<file path="src/rtl/dmem_arb_pkg.sv">
// Shared types and constants for the data-memory arbiter.
//   arb_state_t   : arbiter sequencing states
//   SZ_*          : RISC-V funct3 access-size encodings
//   MEM_TYPE_WORD : memory-side access type (always full word)
//   is_misaligned : alignment rule used when DMEM_ARB_MISALIGN_EN is defined
package dmem_arb_pkg;

  typedef enum logic [1:0] {
    IDLE  = 2'd0,
    READ  = 2'd1,
    WRITE = 2'd2,
    RESP  = 2'd3
  } arb_state_t;

  localparam logic [2:0] SZ_B  = 3'b000;
  localparam logic [2:0] SZ_H  = 3'b001;
  localparam logic [2:0] SZ_W  = 3'b010;
  localparam logic [2:0] SZ_BU = 3'b100;
  localparam logic [2:0] SZ_HU = 3'b101;

  localparam logic [2:0] MEM_TYPE_WORD = 3'b010;

  // Halfwords need an even address, words a multiple of four.
  function automatic logic is_misaligned(input logic [2:0] size, input logic [1:0] offset);
    logic half_bad;
    logic word_bad;
    half_bad = ((size == SZ_H) || (size == SZ_HU)) && offset[0];
    word_bad = (size == SZ_W) && (offset != 2'b00);
    return half_bad | word_bad;
  endfunction

endpackage

</file>
<file path="src/rtl/dmem_lane_unit.sv">
// Combinational lane logic between full-word memory data and sub-word accesses.
//   ld_word  in  32 : word read from memory
//   st_word  in  32 : buffered word to be merged for a sub-word store
//   wdata    in  32 : right-aligned store data
//   offset   in  2  : byte offset within the word (addr[1:0])
//   size     in  3  : funct3 access size
//   ld_data  out 32 : extracted and sign/zero-extended load result
//   st_data  out 32 : st_word with the addressed lane replaced (wdata for W)
module dmem_lane_unit
  import dmem_arb_pkg::*;
(
  input  logic [31:0] ld_word,
  input  logic [31:0] st_word,
  input  logic [31:0] wdata,
  input  logic [1:0]  offset,
  input  logic [2:0]  size,
  output logic [31:0] ld_data,
  output logic [31:0] st_data
);

  logic [7:0]  byte_sel;
  logic [15:0] half_sel;

  always_comb begin
    byte_sel = ld_word[{offset, 3'b000} +: 8];
    // Halfword lane is chosen by offset[1] alone, so an odd halfword address
    // (only reachable with alignment checking disabled) reads the enclosing lane.
    half_sel = offset[1] ? ld_word[31:16] : ld_word[15:0];

    case (size)
      SZ_B:    ld_data = {{24{byte_sel[7]}}, byte_sel};
      SZ_BU:   ld_data = {24'd0, byte_sel};
      SZ_H:    ld_data = {{16{half_sel[15]}}, half_sel};
      SZ_HU:   ld_data = {16'd0, half_sel};
      default: ld_data = ld_word;
    endcase

    st_data = st_word;
    case (size)
      SZ_B, SZ_BU: st_data[{offset, 3'b000} +: 8] = wdata[7:0];
      SZ_H, SZ_HU: begin
        if (offset[1]) st_data[31:16] = wdata[15:0];
        else           st_data[15:0]  = wdata[15:0];
      end
      default:     st_data = wdata;
    endcase
  end

endmodule

</file>
<file path="src/rtl/dmem_arbiter.sv">
// Round-robin arbiter between two data-memory requesters and a single-port,
// word-wide memory. Sub-word stores are read-modify-write; sub-word loads are
// lane-extracted and extended here.
//
// Optional feature macro: DMEM_ARB_MISALIGN_EN
//   defined   : misaligned H/HU/W requests complete immediately with err=1
//   undefined : low address bits ignored for H/W, err tied to 0
//
// Ports:
//   clk, rst                   : clock, synchronous active-high reset
//   pN_req/we/size/addr/wdata  : request from port N (held until pN_gnt)
//   pN_gnt                     : one-cycle grant, request fields sampled here
//   pN_rvalid/rdata/err        : one-cycle completion with load data / error
//   mem_read/write/addr/wdata  : memory-side controls (word accesses only)
//   mem_data_type              : constant word type
//   mem_rdata                  : combinational memory read data
//   busy                       : arbiter is not in IDLE
//
// state | meaning
// ------+-------------------------------------------------------------
// IDLE  | waiting for a request; grant is combinational from req
// READ  | memory read, word captured (load or sub-word store)
// WRITE | memory write of full word or merged word
// RESP  | rvalid pulse to the owning port
module dmem_arbiter
  import dmem_arb_pkg::*;
#(
  parameter int ADDR_W = 32
) (
  input  logic              clk,
  input  logic              rst,
  input  logic              p0_req,
  input  logic              p0_we,
  input  logic [2:0]        p0_size,
  input  logic [ADDR_W-1:0] p0_addr,
  input  logic [31:0]       p0_wdata,
  output logic              p0_gnt,
  output logic              p0_rvalid,
  output logic [31:0]       p0_rdata,
  output logic              p0_err,
  input  logic              p1_req,
  input  logic              p1_we,
  input  logic [2:0]        p1_size,
  input  logic [ADDR_W-1:0] p1_addr,
  input  logic [31:0]       p1_wdata,
  output logic              p1_gnt,
  output logic              p1_rvalid,
  output logic [31:0]       p1_rdata,
  output logic              p1_err,
  output logic              mem_read,
  output logic              mem_write,
  output logic [31:0]       mem_addr,
  output logic [31:0]       mem_wdata,
  output logic [2:0]        mem_data_type,
  input  logic [31:0]       mem_rdata,
  output logic              busy
);

  arb_state_t        state_q, state_d;
  logic              last_gnt_q;
  logic              port_q;
  logic              we_q;
  logic [2:0]        size_q;
  logic [ADDR_W-1:0] addr_q;
  logic [31:0]       wdata_q;
  logic [31:0]       buf_q;
  logic [1:0]        rvalid_q;
  logic [31:0]       rdata_q;
  logic              err_q;

  logic              gnt_port;
  logic              grant;
  logic              sel_we;
  logic [2:0]        sel_size_raw;
  logic [2:0]        sel_size;
  logic [ADDR_W-1:0] sel_addr;
  logic [31:0]       sel_wdata;
  logic              misalign;
  logic              resp_port;
  logic              err_d;
  logic [31:0]       rdata_d;
  logic [31:0]       addr_word;
  logic [31:0]       ld_data;
  logic [31:0]       st_data;

  assign addr_word = 32'(addr_q);

  dmem_lane_unit u_lane (
    .ld_word (mem_rdata),
    .st_word (buf_q),
    .wdata   (wdata_q),
    .offset  (addr_q[1:0]),
    .size    (size_q),
    .ld_data (ld_data),
    .st_data (st_data)
  );

  always_comb begin
    // On a tie the port that was not granted last wins.
    gnt_port     = (p0_req & p1_req) ? ~last_gnt_q : p1_req;
    grant        = (state_q == IDLE) && (p0_req | p1_req) && !rst;
    sel_we       = gnt_port ? p1_we    : p0_we;
    sel_size_raw = gnt_port ? p1_size  : p0_size;
    sel_addr     = gnt_port ? p1_addr  : p0_addr;
    sel_wdata    = gnt_port ? p1_wdata : p0_wdata;
    // Stores have no unsigned variants: BU/HU fold onto B/H.
    sel_size     = {sel_size_raw[2] & ~sel_we, sel_size_raw[1:0]};
`ifdef DMEM_ARB_MISALIGN_EN
    misalign     = is_misaligned(sel_size, sel_addr[1:0]);
`else
    misalign     = 1'b0;
`endif

    state_d   = state_q;
    resp_port = port_q;
    err_d     = 1'b0;
    rdata_d   = 32'd0;
    mem_read  = 1'b0;
    mem_write = 1'b0;
    mem_addr  = 32'd0;
    mem_wdata = 32'd0;

    case (state_q)
      IDLE: begin
        resp_port = gnt_port;
        if (grant) begin
          if (misalign) begin
            state_d = RESP;
            err_d   = 1'b1;
          end else if (sel_we && (sel_size == SZ_W)) begin
            state_d = WRITE;
          end else begin
            state_d = READ;
          end
        end
      end
      READ: begin
        mem_read = !rst;
        mem_addr = addr_word & ~32'd3;
        if (we_q) begin
          state_d = WRITE;
        end else begin
          state_d = RESP;
          rdata_d = ld_data;
        end
      end
      WRITE: begin
        mem_write = !rst;
        mem_addr  = addr_word & ~32'd3;
        mem_wdata = st_data;
        state_d   = RESP;
      end
      RESP: begin
        state_d = IDLE;
      end
      default: begin
        state_d = IDLE;
      end
    endcase
  end

  always_ff @(posedge clk) begin
    if (rst) begin
      state_q    <= IDLE;
      last_gnt_q <= 1'b1;
      port_q     <= 1'b0;
      we_q       <= 1'b0;
      size_q     <= 3'd0;
      addr_q     <= '0;
      wdata_q    <= 32'd0;
      buf_q      <= 32'd0;
      rvalid_q   <= 2'b00;
      rdata_q    <= 32'd0;
      err_q      <= 1'b0;
    end else begin
      state_q <= state_d;
      if (grant) begin
        last_gnt_q <= gnt_port;
        port_q     <= gnt_port;
        we_q       <= sel_we;
        size_q     <= sel_size;
        addr_q     <= sel_addr;
        wdata_q    <= sel_wdata;
      end
      if (state_q == READ) begin
        buf_q <= mem_rdata;
      end
      if (state_d == RESP) begin
        rvalid_q <= resp_port ? 2'b10 : 2'b01;
        rdata_q  <= rdata_d;
        err_q    <= err_d;
      end else begin
        rvalid_q <= 2'b00;
        rdata_q  <= 32'd0;
        err_q    <= 1'b0;
      end
    end
  end

  assign p0_gnt        = grant & ~gnt_port;
  assign p1_gnt        = grant & gnt_port;
  assign p0_rvalid     = rvalid_q[0];
  assign p1_rvalid     = rvalid_q[1];
  assign p0_rdata      = rvalid_q[0] ? rdata_q : 32'd0;
  assign p1_rdata      = rvalid_q[1] ? rdata_q : 32'd0;
  assign p0_err        = rvalid_q[0] & err_q;
  assign p1_err        = rvalid_q[1] & err_q;
  assign mem_data_type = MEM_TYPE_WORD;
  assign busy          = (state_q != IDLE);

endmodule

</file>
<file path="config.mk">
export PLATFORM = sky130hd
export DESIGN_NAME = dmem_arbiter
export DESIGN_NICKNAME = d
export VERILOG_FILES = /design/src/rtl/dmem_arb_pkg.sv /design/src/rtl/dmem_lane_unit.sv /design/src/rtl/dmem_arbiter.sv
export SDC_FILE = /design/constraint.sdc
export NUM_CORES = 1
export LEC_CHECK = 0
export ABC_AREA = 1
export BUFFER_PORTS_ARGS = -buffer_cell sky130_fd_sc_hd__buf_2
export CORE_MARGIN = 1
export CORE_UTILIZATION = 40
export DETAILED_ROUTE_END_ITERATION = 12
export GPL_ROUTABILITY_DRIVEN = 0
export GPL_TIMING_DRIVEN = 0
export PLACE_DENSITY = 0.7
export SETUP_SLACK_MARGIN = 0.5
export SYNTH_ARGS = -nofsm -noshare
export SYNTH_HDL_FRONTEND = slang
export SYNTH_HIERARCHICAL = 1
export SYNTH_SLANG_ARGS = --single-unit
</file>
<file path="constraint.sdc">
create_clock -name clk -period 4.15 [get_ports clk]
set_clock_uncertainty 0.1 [all_clocks]
set_input_delay 0.83 -clock clk [delete_from_list [all_inputs] [get_ports clk]]
set_output_delay 0.83 -clock clk [all_outputs]
set_load 0.03 [all_outputs]
</file>
==> run summary <==
status: complete, no violations
initial DRC count: 688
Core Box Area: 20,430 um^2
TNS Setup: 0 ns
Max-Cap Viols: 0
width of the chip: 147.2 um
total CTS buffers: 17
number of cells on the critical path: 14
CP arrival: 2.61 ns
RSZ-0062 raised after global routing: no
# nets final: 1,907
Final Hold Vio Count: 0
DP Area: 10,310 um^2
TritonCTS Sinks: 138
Post-synth top cells: 536 x nand2_1, 219 x inv_1, 138 x dfxtp_1, 99 x nor2_1, 62 x nand3_1
crit share post-route: 85.38%
vias in the first global route: 8,924
startpoint types: flop
CP Cell Sequence: buf_6, inv_1, buf_4, buf_6, ha_1, inv_2, nor2_4, nand3_1, nand2_1, nand2_1, nand2_1, nand2_1, inv_1, clkbuf_4
synthesized flop and latch total: 138
Clock Tree Root: clkbuf_16
full die area: 21,670 um^2
maximum vdd drop: 324.7 uV
Clock Tree Buf Depth: 2
cts hold-fix bufs: 0
antenna violations before repair: 3
top-area cell type share of the netlist area: 32.76%
WS Path Type: reg2out
port bufs: 303
synthesized area: 8433 um^2
routed wire length: 31.13 mm
EDFF count, synth: 0
Reg2Reg Depth: 7
Area Overhead vs Synth: 30.04%
Max Fclk: 282.2 MHz
CP Buf/Inv Count: 7
number of H-tree levels: 4
Boundary Pins: 312
CP max-delay cell: dfxtp_4
setup violators final: 0
Synth cell types: 36
die span in y: 147.2 um
largest delay contributor family on the critical path: buffers and inverters
critical path's largest stage delay: 0.38 ns
HPWL after detailed placement: 24.94 mm
Worst Hold Depth: 2
cell with the most instances after synthesis: nand2_1
cell area after layout: 10,970 um^2
antenna-violating nets left: 0
first-pass GRT wire length: 47.48 mm
vias per std cell: 4.847
Slew Limit Headroom: 56.94%
sequential area share after synthesis: 32.76%
Yosys warnings: 6
post-CTS repair timing setup buffer count: 0
share of layout cells above drive strength 1: 25.99%
total global routing overflow: 0
hold crit path type: reg2reg
pins over their slew limit: 0
routed len/inst: 15.48 um
actual slew at the worst max-slew pin: 0.6460 ns
clock-pin slew on the worst setup and hold paths: 0.06 ns
CTS tree: built
top_reg_cell synth: dfxtp_1
Crit path top cell by count: nand2_1
DR vias: 9,748
top post-synthesis cells by area: dfxtp_1 33%, nand2_1 24%, inv_1 9.7%, nor2_1 4.4%, a31oi_1 3.9%
first-pass iteration count of the detailed router: 6
Setup crit end kind: output port
Cell Rows: 52
async set-reset flop share out of synthesis: 0%
Required @ worst endpoint: 3.22 ns
clk_lat worst skew: 0.42 ns
# DRC: 0
Syn Area/Cell: 6.028 um^2
Yosys top cell by area: dfxtp_1
Final min period: 3.543 ns
worst-path fanout max: 12
largest net degree at the start of global routing: 17
GRT Total Usage: 28.48%
Gate Count Post-Synth: 1,399
P per Cell Area: 539.7 nW/um^2
Initial Utilization: 41.28%
LEAKAGE: 6.411 nW
layout make-up:
cell class	count	area (um^2)
fill	2096	9463
tap	270	337.8
buffer	90	481.7
antenna	2	5.005
clock inverter	15	187.7
timing repair buffer	303	1524
inverter	226	855.8
clock buffer	17	425.4
multi-input combinational	950	4382
sequential	138	2768
logic make-up (layout without fill, tap and decap cells):
| family | count (synthesis) | in the layout | share of synthesized area [%] |
|---|---|---|---|
| other | 2 | 9 | 0.08905 |
| adder cells (fa/ha/maj) | 9 | 9 | 1.335 |
| buffers and inverters | 316 | 651 | 15.71 |
| AND/OR/NAND/NOR | 751 | 751 | 37.02 |
| AO/OA/AOI/OAI | 183 | 183 | 13.09 |
| flip-flops | 138 | 138 | 32.76 |
worst paths after layout:
kind          startpoint            end  slack [ns]
max            addr_q[0]  mem_wdata[17]        0.61
min          wdata_q[18]    wdata_q[18]        0.39
max reg2reg   state_q[0]    wdata_q[16]        1.80
min reg2reg  wdata_q[18]    wdata_q[18]        0.39
through the flow:
step	util, %	cells	power (mW)	hold WS [ns]	setup slack [ns]
after CTS	53.51	2009	5.891	0.3917	0.5073
after global routing	53.68	2011	6.286	0.4106	0.5002
after detailed placement	50.45	1977	4.286	0.3773	0.6433
after floorplan	-	1404	3.497	0.3368	1.211
after global placement	50.45	1977	4.250	0.3647	0.6552
final	53.68	2011	5.919	0.3913	0.6067
per-layer routing:
layer  wire, um  vias to the layer above  GRT usage [%]
li1           -                     4911              -
met1      12710                     4306          33.92
met2      15060                      468          49.95
met3       2362                       61          5.373
met4        975                        2          11.75
met5         16                        -              0
worst min-delay path: cells and delay by family (launching register included):
kind            cells  cell delay, ns
flops               1            0.31
compound gates      1            0.07
simple gates        1            0.06
registers in the layout (all words and copies together), names as in the netlist:
signal      count
wdata_q        32
rvalid_q        2
size_q          3
last_gnt_q      1
state_q         2
addr_q         32
rdata_q        32
we_q            1
port_q          1
buf_q          32
power by group:
group / switching (mW) / leakage, nW / internal (mW)
sequential: 0.209 / 1.13 / 1.59
combinational: 1.76 / 4.99 / 0.763
clock: 0.640 / 0.297 / 0.959
cells in the final DEF, fill, tap and decap left out, drive strengths merged, types with 31 or more instances in the layout:
cell | Yosys | layout
buf | 44 | 344
nand2 | 540 | 540
nand3 | 75 | 75
inv | 226 | 233
clkbuf | 46 | 66
o21ai | 62 | 62
dfxtp | 138 | 138
a31oi | 53 | 53
nor2 | 134 | 134
a21oi | 31 | 31
what timing repair did:
action                     in CTS  in global routing
resized for setup               6                 17
setup endpoints to repair      19                 27
pin swaps                       0                  1
No activity file was read; power rests on OpenSTA's default activity.
